==> config.mk <==
export PLATFORM = sky130hd
export DESIGN_NAME = fm7_main_irq_ctrl
export DESIGN_NICKNAME = d
export VERILOG_FILES = /design/src/rtl/fm7_io_pkg.sv /design/src/rtl/fm7_sync_edge.sv /design/src/rtl/fm7_main_irq_ctrl.sv
export SDC_FILE = /design/constraint.sdc
export NUM_CORES = 1
export LEC_CHECK = 0
export ABC_CLOCK_PERIOD_IN_PS = 3200
export CORE_AREA = 2 2 66 62
export DETAILED_ROUTE_END_ITERATION = 10
export DIE_AREA = 0 0 68 64
export PLACE_DENSITY_LB_ADDON = 0.1
export SETUP_SLACK_MARGIN = 0.15
export SYNTH_ARGS = -nofsm -noshare
export SYNTH_HDL_FRONTEND = slang
export SYNTH_HIERARCHICAL = 1
export SYNTH_SLANG_ARGS = --single-unit
==> constraint.sdc <==
create_clock -name CLKSYS -period 3.2 [get_ports CLKSYS]
set_clock_uncertainty 0.2 [all_clocks]
set_input_delay 0.64 -clock CLKSYS [delete_from_list [all_inputs] [get_ports CLKSYS]]
set_output_delay 0.64 -clock CLKSYS [all_outputs]
set_load 0.005 [all_outputs]
==> src/rtl/fm7_io_pkg.sv <==
// Shared constants for the FM-7 main-CPU I/O block.
// Holds the decoded register addresses and the bit positions of each
// interrupt source inside the IRQ ($FD03) and FIRQ ($FD04) groups.
package fm7_io_pkg;

    localparam logic [15:0] ADDR_FD01 = 16'hFD01;  // keyboard data (read clears KEY)
    localparam logic [15:0] ADDR_FD02 = 16'hFD02;  // IRQ mask (write only)
    localparam logic [15:0] ADDR_FD03 = 16'hFD03;  // IRQ status (read, active-low flags)
    localparam logic [15:0] ADDR_FD04 = 16'hFD04;  // FIRQ status (read, active-low flags)

    // IRQ group, shared by the mask register and the $FD03 status byte
    localparam int KEY_BIT = 0;
    localparam int PRN_BIT = 1;
    localparam int TMR_BIT = 2;
    localparam int EXT_BIT = 3;

    // FIRQ group, $FD04 status byte
    localparam int ATT_BIT = 0;
    localparam int BRK_BIT = 1;

endpackage

==> src/rtl/fm7_sync_edge.sv <==
// Synchroniser plus single-cycle edge pulse for an asynchronous source.
// Ports:
//   clk   - system clock
//   rst_n - asynchronous active-low reset; chain and edge flop go to the idle level
//   din   - asynchronous input
//   pulse - one-cycle pulse after the selected edge has passed STAGES flops
// RISE=1 detects 0->1 (idle low), RISE=0 detects 1->0 (idle high).
module fm7_sync_edge #(
    parameter int STAGES = 2,
    parameter bit RISE   = 1'b1
) (
    input  logic clk,
    input  logic rst_n,
    input  logic din,
    output logic pulse
);

    localparam logic IDLE = !RISE;

    logic [STAGES-1:0] chain;
    logic              prev;
    logic              level;

    always_ff @(posedge clk or negedge rst_n) begin
        if (!rst_n) begin
            chain <= {STAGES{IDLE}};
            prev  <= IDLE;
        end else begin
            chain[0] <= din;
            for (int i = 1; i < STAGES; i++) begin
                chain[i] <= chain[i-1];
            end
            prev <= chain[STAGES-1];
        end
    end

    assign level = chain[STAGES-1];
    assign pulse = RISE ? (level & ~prev) : (~level & prev);

endmodule

==> src/rtl/fm7_main_irq_ctrl.sv <==
// FM-7 main-CPU interrupt controller.
// Snoops the buffered 6809 bus and drives IRQn/FIRQn to the main CPU.
// Registers: $FD02 IRQ mask (W), $FD03 IRQ status (R), $FD04 FIRQ status (R);
// a read of $FD01 acknowledges the keyboard flag.
// Ports:
//   CLKSYS, RESETn        - system clock, async active-low reset
//   MADDRBUS, MDATA_W     - CPU address and write data
//   RWB, EB               - buffered R/W (1 = read) and E; access completes on EB fall
//   KEYIRQ, PRNACKn,
//   EXTIRQn, BREAKn       - asynchronous interrupt sources
//   ATTNP                 - sub-CPU attention pulse, CLKSYS domain
//   IRQn, FIRQn           - active-low interrupt requests
//   DOUT, DOE             - read data and its valid for the data-bus mux
module fm7_main_irq_ctrl
    import fm7_io_pkg::*;
#(
    parameter int TIMER_DIV   = 36864,
    parameter int SYNC_STAGES = 2
) (
    input  logic        CLKSYS,
    input  logic        RESETn,
    input  logic [15:0] MADDRBUS,
    input  logic [7:0]  MDATA_W,
    input  logic        RWB,
    input  logic        EB,
    input  logic        KEYIRQ,
    input  logic        PRNACKn,
    input  logic        EXTIRQn,
    input  logic        ATTNP,
    input  logic        BREAKn,
    output logic        IRQn,
    output logic        FIRQn,
    output logic [7:0]  DOUT,
    output logic        DOE
);

    localparam logic [15:0] TMR_LAST = 16'(TIMER_DIV - 1);

    logic [15:0] tmr_cnt;
    logic        tmr_tick;
    logic        eb_d;
    logic        acc;
    logic        hit_fd01, hit_fd02, hit_fd03, hit_fd04;
    logic        key_set, prn_set, brk_set;
    logic        key_f, prn_f, tmr_f, att_f, brk_f;
    logic [3:0]  mask;
    logic [SYNC_STAGES-1:0] ext_sync;
    logic        ext;
    logic [3:0]  irq_src;
    logic [1:0]  firq_src;
    logic        unused_wdata_hi;

    assign unused_wdata_hi = ^MDATA_W[7:4];

    assign hit_fd01 = (MADDRBUS == ADDR_FD01);
    assign hit_fd02 = (MADDRBUS == ADDR_FD02);
    assign hit_fd03 = (MADDRBUS == ADDR_FD03);
    assign hit_fd04 = (MADDRBUS == ADDR_FD04);

    // eb_d resets low so an access cut short by reset never completes
    assign acc      = eb_d & ~EB;
    assign tmr_tick = (tmr_cnt == TMR_LAST);

    fm7_sync_edge #(.STAGES(SYNC_STAGES), .RISE(1'b1)) u_key (
        .clk(CLKSYS), .rst_n(RESETn), .din(KEYIRQ),  .pulse(key_set)
    );
    fm7_sync_edge #(.STAGES(SYNC_STAGES), .RISE(1'b0)) u_prn (
        .clk(CLKSYS), .rst_n(RESETn), .din(PRNACKn), .pulse(prn_set)
    );
    fm7_sync_edge #(.STAGES(SYNC_STAGES), .RISE(1'b0)) u_brk (
        .clk(CLKSYS), .rst_n(RESETn), .din(BREAKn),  .pulse(brk_set)
    );

    always_ff @(posedge CLKSYS or negedge RESETn) begin
        if (!RESETn) begin
            eb_d     <= 1'b0;
            tmr_cnt  <= '0;
            mask     <= '0;
            key_f    <= 1'b0;
            prn_f    <= 1'b0;
            tmr_f    <= 1'b0;
            att_f    <= 1'b0;
            brk_f    <= 1'b0;
            ext_sync <= '1;
        end else begin
            eb_d    <= EB;
            tmr_cnt <= tmr_tick ? '0 : tmr_cnt + 16'd1;

            ext_sync[0] <= EXTIRQn;
            for (int i = 1; i < SYNC_STAGES; i++) begin
                ext_sync[i] <= ext_sync[i-1];
            end

            if (acc && !RWB && hit_fd02) begin
                mask <= MDATA_W[3:0];
            end

            // set term is OR-ed last so a coincident clearing read never drops an event
            key_f <= key_set  | (key_f & ~(acc & RWB & hit_fd01));
            prn_f <= prn_set  | (prn_f & ~(acc & RWB & hit_fd03));
            tmr_f <= tmr_tick | (tmr_f & ~(acc & RWB & hit_fd03));
            att_f <= ATTNP    | (att_f & ~(acc & RWB & hit_fd04));
            brk_f <= brk_set  | (brk_f & ~(acc & RWB & hit_fd04));
        end
    end

    assign ext = ~ext_sync[SYNC_STAGES-1];

    always_comb begin
        irq_src          = '0;
        irq_src[KEY_BIT] = key_f;
        irq_src[PRN_BIT] = prn_f;
        irq_src[TMR_BIT] = tmr_f;
        irq_src[EXT_BIT] = ext;
        firq_src          = '0;
        firq_src[ATT_BIT] = att_f;
        firq_src[BRK_BIT] = brk_f;
    end

    assign IRQn  = ~|(irq_src & mask);
    assign FIRQn = ~|firq_src;

    // gated by RESETn so the mux never selects this block during reset
    assign DOE = RESETn & RWB & EB & (hit_fd03 | hit_fd04);

    always_comb begin
        DOUT = 8'hFF;
        if (DOE) begin
            if (hit_fd03) DOUT = {4'hF, ~irq_src};
            else          DOUT = {6'h3F, ~firq_src};
        end
    end

endmodule

==> metrics.md, run 1 <==
| Metric | Value |
|---|---|
| VDD IR-drop max | 0.336 mV |
| Compound-cell area share of the yosys netlist | ~5.4% |
| CP cell instances | clkbuf_2 -> or4_4 -> nor4_4 -> buf_4 -> buf_6 -> buf_6 -> buf_6 -> buf_6 -> buf_6 -> buf_6 -> buf_6 -> buf_6 -> buf_6 -> buf_6 -> and3_4 -> mux2_4 |
| Crit path required time | 3.17 ns |
| GRT Util Overall | 17.6% |
| Adder-cell share of the synthesized area | 0.761% |
| Die Span X | 68 um |
| Core Rows | 21 |
| Syn Std Cell Area | 1640 sq um |
| Sequential area share after synthesis | approximately 57% |
| Via/cell ratio | approximately 5.1 |
| Routed via count | 1204 |
| Cell count after synthesis | 131 |
| Core ar. | 3630 sq um |
| Arrival time at the worst endpoint | 3.06 ns |
| Post-synthesis xor/xnor area fraction | 6.93% |
| Drt first pass iters | 4 |
| Hold buffers post-CTS | 0 |
| Critical Path Fanout Max | 4 |
| Area Growth Syn to Fin | 37.8% |
| Layout Nets | 221 |
| Post-route DRC | 0 |
| Initial core utilization | between 40 and 50% |
| Post-synth EDFFs | 0 |
| Post-Synth Simple-Gate Area | between 20 and 25% |
| Post-synth ARST share | 100% |
| Root Buffer | clkbuf_8 |
| Max-slew violation count | 0 |
| Layout filler cell count | 295 |
| Routed Antenna Nets | 0 |
| Worst skew pair latency | around 0.29 ns |
| # setup viols final | 0 |
| Non-filler cells, final | roughly 230 |
| Initial antenna violation count | 0 |
| Crit start category | input port |
| Hold Crit Class | register to register |
| Largest net degree at the start of global routing | 38 |
| Routability cong. | ~0.81 |
| Initial DRC count | 89 |
| Mux share of post-synthesis cell area | 3.65% |
| Area of the die | 4350 sq um |
| # diodes | 0 |
| Reg2reg start | tmr_cnt[2]$_DFF_PN0_ |
| Die height | 64 um |
| CTS sink cnt | 37 |
| CP dominant cell by count | buf_6 |
| Clock Path Buffers | 2 |
| First-pass GRT wire length | 5.53 mm |
| Slowest stage delay, CP | roughly 0.53 ns |
| Overflow after GRT | 0 |
| Cell area after layout | between 2000 and 2500 sq um |
| Outcome | finished clean |
| Final Hold Viols | 0 |
| Slowest stage cell, crit path | or4_4 |
| Top FF cell, synth | dfrtp_1 |
| Max Cap Viol | 0 |
| Peak Freq | 324 MHz |
| Syn. warnings | 6 |
| Hold path startpoint | u_key/chain[0]$_DFF_PN0_ |
| Post-Route WL | approximately 3.3 mm |
| Share of cells above drive strength 1 | 29.3% |
| Synth Register Bits | 37 |
| Pwr/cell area | about 380 nW/um^2 |
| Final min period | approximately 3 ns |
| Util after Layout | 62.5% |
| Buffers on Ports | 35 |
| CTS tree | built |
| DR WL/cell | ~14 um |
| Worst Setup SP | MADDRBUS[7] |
| Main combinational cell family by area after synthesis | simple AND/OR/NAND/NOR gates |
| Tightest Pin Transition | 0.562 ns |
| Kind of critical path | input port to register |
| Clock transition at path regs | roughly 0.070 ns |
| Final worst path period share | between 90% and 100% |
| Cell Area, Placed | just over 2000 sq um |
| Avg Inst Size Synth | 12.6 sq um |
| Synth cell types | 33 |
| DP HPWL | between 2 and 2.5 mm |
| RSZ-0062 raised after global routing | yes |
| Vias in the first global route | between 1000 and 1500 |
| Max-Slew Margin vs Limit | approximately 62% |
| Total CTS buffers | 5 |
| Crit path capture type | register |
| H-tree depth | 2 |
| Placed cells | 213 |
| I/O pins | 44 |
| Cell leakage power | 0.987 nW |
[where the power goes]
part	internal [mW]	switching, mW
combinational	0.0362	0.0234
clock	0.154	0.165
sequential	0.479	0.00383
[flip-flops by register name, summed over array words and instances (netlist names)]
register and count:
tmr_cnt 16, mask 4, ext_sync 2, u_brk/chain 2, u_key/chain 2, u_prn/chain 2
att_f 1, brk_f 1, eb_d 1, key_f 1, prn_f 1, tmr_f 1
u_brk/prev 1, u_key/prev 1, u_prn/prev 1
[cells in the mapped netlist, types with 2 or more instances]
| master | number | area (sq um) |
|---|---|---|
| nand2_1 | 8 | 30.0 |
| nor3b_1 | 2 | 15.0 |
| and4_1 | 4 | 35.0 |
| and3_1 | 4 | 25.0 |
| a21o_1 | 5 | 37.5 |
| nor2_1 | 9 | 33.8 |
| nor2b_4 | 3 | 41.3 |
| xnor2_1 | 5 | 43.8 |
| a22o_1 | 2 | 17.5 |
| mux2_4 | 4 | 60.1 |
| dfstp_2 | 8 | 210 |
| buf_4 | 4 | 30.0 |
| nand4_1 | 10 | 62.6 |
| o21ai_0 | 2 | 10.0 |
| xor2_1 | 8 | 70.1 |
| nor4_4 | 2 | 42.5 |
| dfrtp_1 | 29 | 726 |
| nor2b_1 | 2 | 12.5 |
| nand3_1 | 5 | 25.0 |
| and2_1 | 2 | 12.5 |
[worst paths after layout]
kind,cells after the start,to,slack (ns)
min reg2reg,0,u_key/chain[1]$_DFF_PN0_,0.15
max reg2reg,4,tmr_cnt[3]$_DFF_PN0_,1.21
max,16,mask[0]$_DFFE_PN0P_,0.11
max in group asynchronous,2,u_brk/prev$_DFF_PN1_,1.82
min,0,u_key/chain[1]$_DFF_PN0_,0.15
min in group asynchronous,2,eb_d$_DFF_PN0_,0.64
[metrics by stage]
step / hold slack [ns] / setup TNS [ns] / setup slack, ns / power, mW
after floorplan: 0.131 / 0 / 0.436 / 0.507
after global placement: 0.132 / -1.90 / -0.397 / 0.551
after detailed placement: 0.136 / -2.09 / -0.445 / 0.552
after CTS: 0.155 / 0 / 0.165 / 0.877
after global routing: 0.164 / 0 / 0.0530 / 0.902
final: 0.153 / 0 / 0.114 / 0.862
[what timing repair did]
item                       in CTS  in global routing
pin swaps                       4                  5
gates resized for setup        39                 12
setup endpoints to repair       5                 14
buffers inserted               13                  0
cloned                          0                  0
[logic make-up (layout without fill, tap and decap cells)]
family,after synthesis,count (layout)
and+or+nand+nor,56,56
DFF,37,37
xor gates and xnor gates,13,13
AOI/OAI and AO/OA,12,12
buffers and inverters,7,61
muxes,4,4
adders and majority gates,1,1
other,1,4
[final cells by class]
type | instances | area [sq um] | area share [%]
Tap cell | 46 | 57.6 | 2.54
Clock inverter | 3 | 21.3 | 0.939
Sequential cell | 37 | 936 | 41.3
Clock buffer | 5 | 68.8 | 3.04
Multi-Input combinational cell | 90 | 699 | 30.9
Timing Repair Buffer | 52 | 479 | 21.1
Inverter | 1 | 3.75 | 0.166
[worst max-delay path: cells and delay by family]
family / cells / cell delay, ns
mux: 1 / 0.31
simple gates: 3 / 1.06
buf+inv: 12 / 1.04
[layout by cell type, fill, tap and decap left out, types with 4 or more instances in the layout]
| cell | count |
|---|---|
| a21o_1 | 5 |
| buf_2 | 5 |
| buf_4 | 5 |
| buf_6 | 12 |
| clkbuf_8 | 5 |
| clkdlybuf4s50_1 | 23 |
| conb_1 | 4 |
| dfrtp_1 | 29 |
| dfstp_2 | 8 |
| mux2_4 | 4 |
| nand2_1 | 8 |
| nand3_1 | 4 |
| nand4_1 | 10 |
| nor2_1 | 9 |
| xnor2_1 | 5 |
| xor2_1 | 8 |
[routing by layer]
layer / share of wire (%) / GRT usage, % / wire [um] / vias to the layer above
met5: 0 / 0 / 0 / -
met4: 1.9 / 8.25 / 61 / 0
met3: 5.8 / 4.23 / 191 / 7
met2: 48 / 27.5 / 1590 / 36
met1: 44 / 22.8 / 1450 / 590
li1: - / - / - / 571
Power figures use the tool's default switching activity.
==> inputs of run 2 (changes only) <==
==> constraint.sdc (replaced) <==
create_clock -name CLKSYS -period 3.2 [get_ports CLKSYS]
set_clock_uncertainty 0.2 [all_clocks]
set_input_delay 0.64 -clock CLKSYS [delete_from_list [all_inputs] [get_ports CLKSYS]]
set_output_delay 0.64 -clock CLKSYS [all_outputs]
set_load 0.01 [all_outputs]
==> metrics.md, run 2 (same netlist as run 1, synthesis figures left out) <==
| Metric | Value |
|---|---|
| Layout Nets | 210 (-5.0%) |
| Via/cell ratio | 4.96 (-3.7%) |
| Pre-CTS setup slack | -0.455 ns (-0.00936 ns) |
| Initial DRC count | 59 (-34%) |
| Final setup margin | 0.165 ns (+0.0505 ns) |
| Final min period | 3.03 ns (-0.0505 ns) |
| Top Registers | tmr_cnt (16), mask (4) |
| Placed cells | 213 (unchanged) |
| Final Hold Viols | 0 (unchanged) |
| Slowest stage cell, crit path | or4_4 |
| Hold Crit Class | register to register |
| Final worst path period share | 94.8% (-1.6 points) |
| Hold Slack | 0.160 ns (+0.00647 ns) |
| H-tree depth | 2 (unchanged) |
| Max FFs per register | 16 (unchanged) |
| # diodes | 0 (unchanged) |
| Worst skew pair latency | 0.28 ns (about the same) |
| Max-Slew Margin vs Limit | 63.1% (+0.88 points) |
| CP cell instances | clkbuf_2 -> or4_4 -> nor4_4 -> and4_1 -> buf_4 -> buf_6 -> nand3b_1 -> buf_2 |
| Crit start category | input port |
| Area of the multi-input gates | 697 sq um (-0.36%) |
| Routed Antenna Nets | 0 (unchanged) |
| VDD IR-drop max | 0.319 mV (-4.9%) |
| Cell leakage power | 0.932 nW (-5.5%) |
| CTS tree | built |
| Max-slew violation count | 0 (unchanged) |
| # setup viols final | 0 (unchanged) |
| Routability cong. | 0.809 (about the same) |
| Peak Freq | 329 MHz (+1.7%) |
| CTS sink cnt | 37 (unchanged) |
| Tightest Pin Transition | 0.549 ns (-0.0131 ns) |
| WP buf/inv | 4 (-8) |
| RSZ-0062 raised after global routing | yes |
| GRT Util Overall | 15.8% (-1.9 points) |
| Routed via count | 1105 (-8.2%) |
| Die height | 64 um (unchanged) |
| Post-route DRC | 0 (unchanged) |
| Max Cap Viol | 0 (unchanged) |
| Area Growth Syn to Fin | 30.2% |
| First-pass GRT wire length | 5.10 mm (-7.8%) |
| Initial core utilization | 45.3% (unchanged) |
| Overflow after GRT | 0 (unchanged) |
| Root Buffer | clkbuf_8 |
| Drt first pass iters | 4 (unchanged) |
| Pwr/cell area | 401 nW/um^2 (+5.4%) |
| Buffers on Ports | 35 (unchanged) |
| Most frequent cells in the layout | 29 x dfrtp_1, 21 x clkdlybuf4s50_1, 10 x nand4_1, 9 x nor2_1 |
| Arrival time at the worst endpoint | 2.19 ns (-0.87 ns) |
| Crit path capture type | primary output |
| Non-filler cells, final | 223 (-4.7%) |
| Area of the die | 4350 sq um (unchanged) |
| Commonest non-fill, non-tap cell in the layout | dfrtp_1 |
| CP top delay family | simple AND/OR/NAND/NOR gates |
| Crit path required time | 2.36 ns (-0.81 ns) |
| Initial antenna violation count | 0 (unchanged) |
| Total CTS buffers | 5 (unchanged) |
| Share of cells above drive strength 1 | 24.3% (-5.0 points) |
| Critical Path Fanout Max | 4 (unchanged) |
| Setup TNS | 0 ns (unchanged) |
| Slowest stage delay, CP | 0.53 ns (about the same) |
| Post-route total power | 858 uW (-0.46%) |
| Largest net degree at the start of global routing | 38 (unchanged) |
| Die Span X | 68 um (unchanged) |
| Kind of critical path | input port to primary output |
| Outcome | finished clean |
| Post-Route WL | 3.02 mm (-8.3%) |
| Largest register by flop count | tmr_cnt |
| Clock transition at path regs | 0.07 ns (about the same) |
| DR WL/cell | 13.6 um (-3.7%) |
| Core Rows | 21 (unchanged) |
| FF/Latch Area | 936 sq um (unchanged) |
| DP HPWL | 2.28 mm (+0.92%) |
| Reg-to-reg slack, setup | 1.23 ns (+0.02 ns) |
| Core ar. | 3630 sq um (unchanged) |
| Vias in the first global route | 1150 (-5.5%) |
| Clock Path Buffers | 2 (unchanged) |
| Layout filler cell count | 314 (+6.4%) |
| I/O pins | 44 (unchanged) |
## run 2: area by class of cell
type                            count  share of cell area (%)
Timing Repair Buffer               41                    16.7
Sequential cell                    37                    43.7
Clock inverter                      3                   0.994
Clock buffer                        5                    3.21
Inverter                            1                   0.175
Tap cell                           46                    2.69
Multi-Input combinational cell     90                    32.6
## run 2: power by group
part	internal, mW	leakage (nW)	switching (mW)
logic	0.0357	0.443	0.0237
clock network	0.154	0.0445	0.161
registers	0.479	0.445	0.00408
## run 2: path summary, 6_finish.rpt
kind	from	to	cells after the start
min	ext_sync[0]$_DFF_PN1_	ext_sync[1]$_DFF_PN1_	0
max in group asynchronous	RESETn	ext_sync[0]$_DFF_PN1_	2
min in group asynchronous	RESETn	eb_d$_DFF_PN0_	2
max reg2reg	tmr_cnt[2]$_DFF_PN0_	tmr_cnt[7]$_DFF_PN0_	4
max	MADDRBUS[7]	DOUT[3]	8
min reg2reg	ext_sync[0]$_DFF_PN1_	ext_sync[1]$_DFF_PN1_	0
## run 2: routing by layer
layer / global-route usage (%) / up-vias / wire length, um
li1: - / 545 / -
met1: 20.7 / 532 / 1420
met2: 24.3 / 24 / 1420
met3: 4.23 / 4 / 152
met4: 6.75 / 0 / 33
met5: 0 / - / 0
## run 2: timing repair
item	CTS	global route
hold buffers	0	0
pin swaps	4	3
gates resized for setup	32	8
setup endpoints to repair	5	4
hold endpoints to repair	0	0
buffers inserted	2	0
## run 2: stage by stage
step / area, sq um / utilization [%]
final: 2140 / 59.0
after global routing: 2140 / 59.0
after detailed placement: 2050 / 56.5
after CTS: 2140 / 59.0
after global placement: 2050 / 56.5
after floorplan: 1660 / -
## run 2: worst reg2reg max path, stage by stage, from the launching register on
cell,delay (ns)
dfrtp_1,0.42
and4_1,0.38
nand4_1,0.25
nor4_4,0.47
nor2_1,0.12
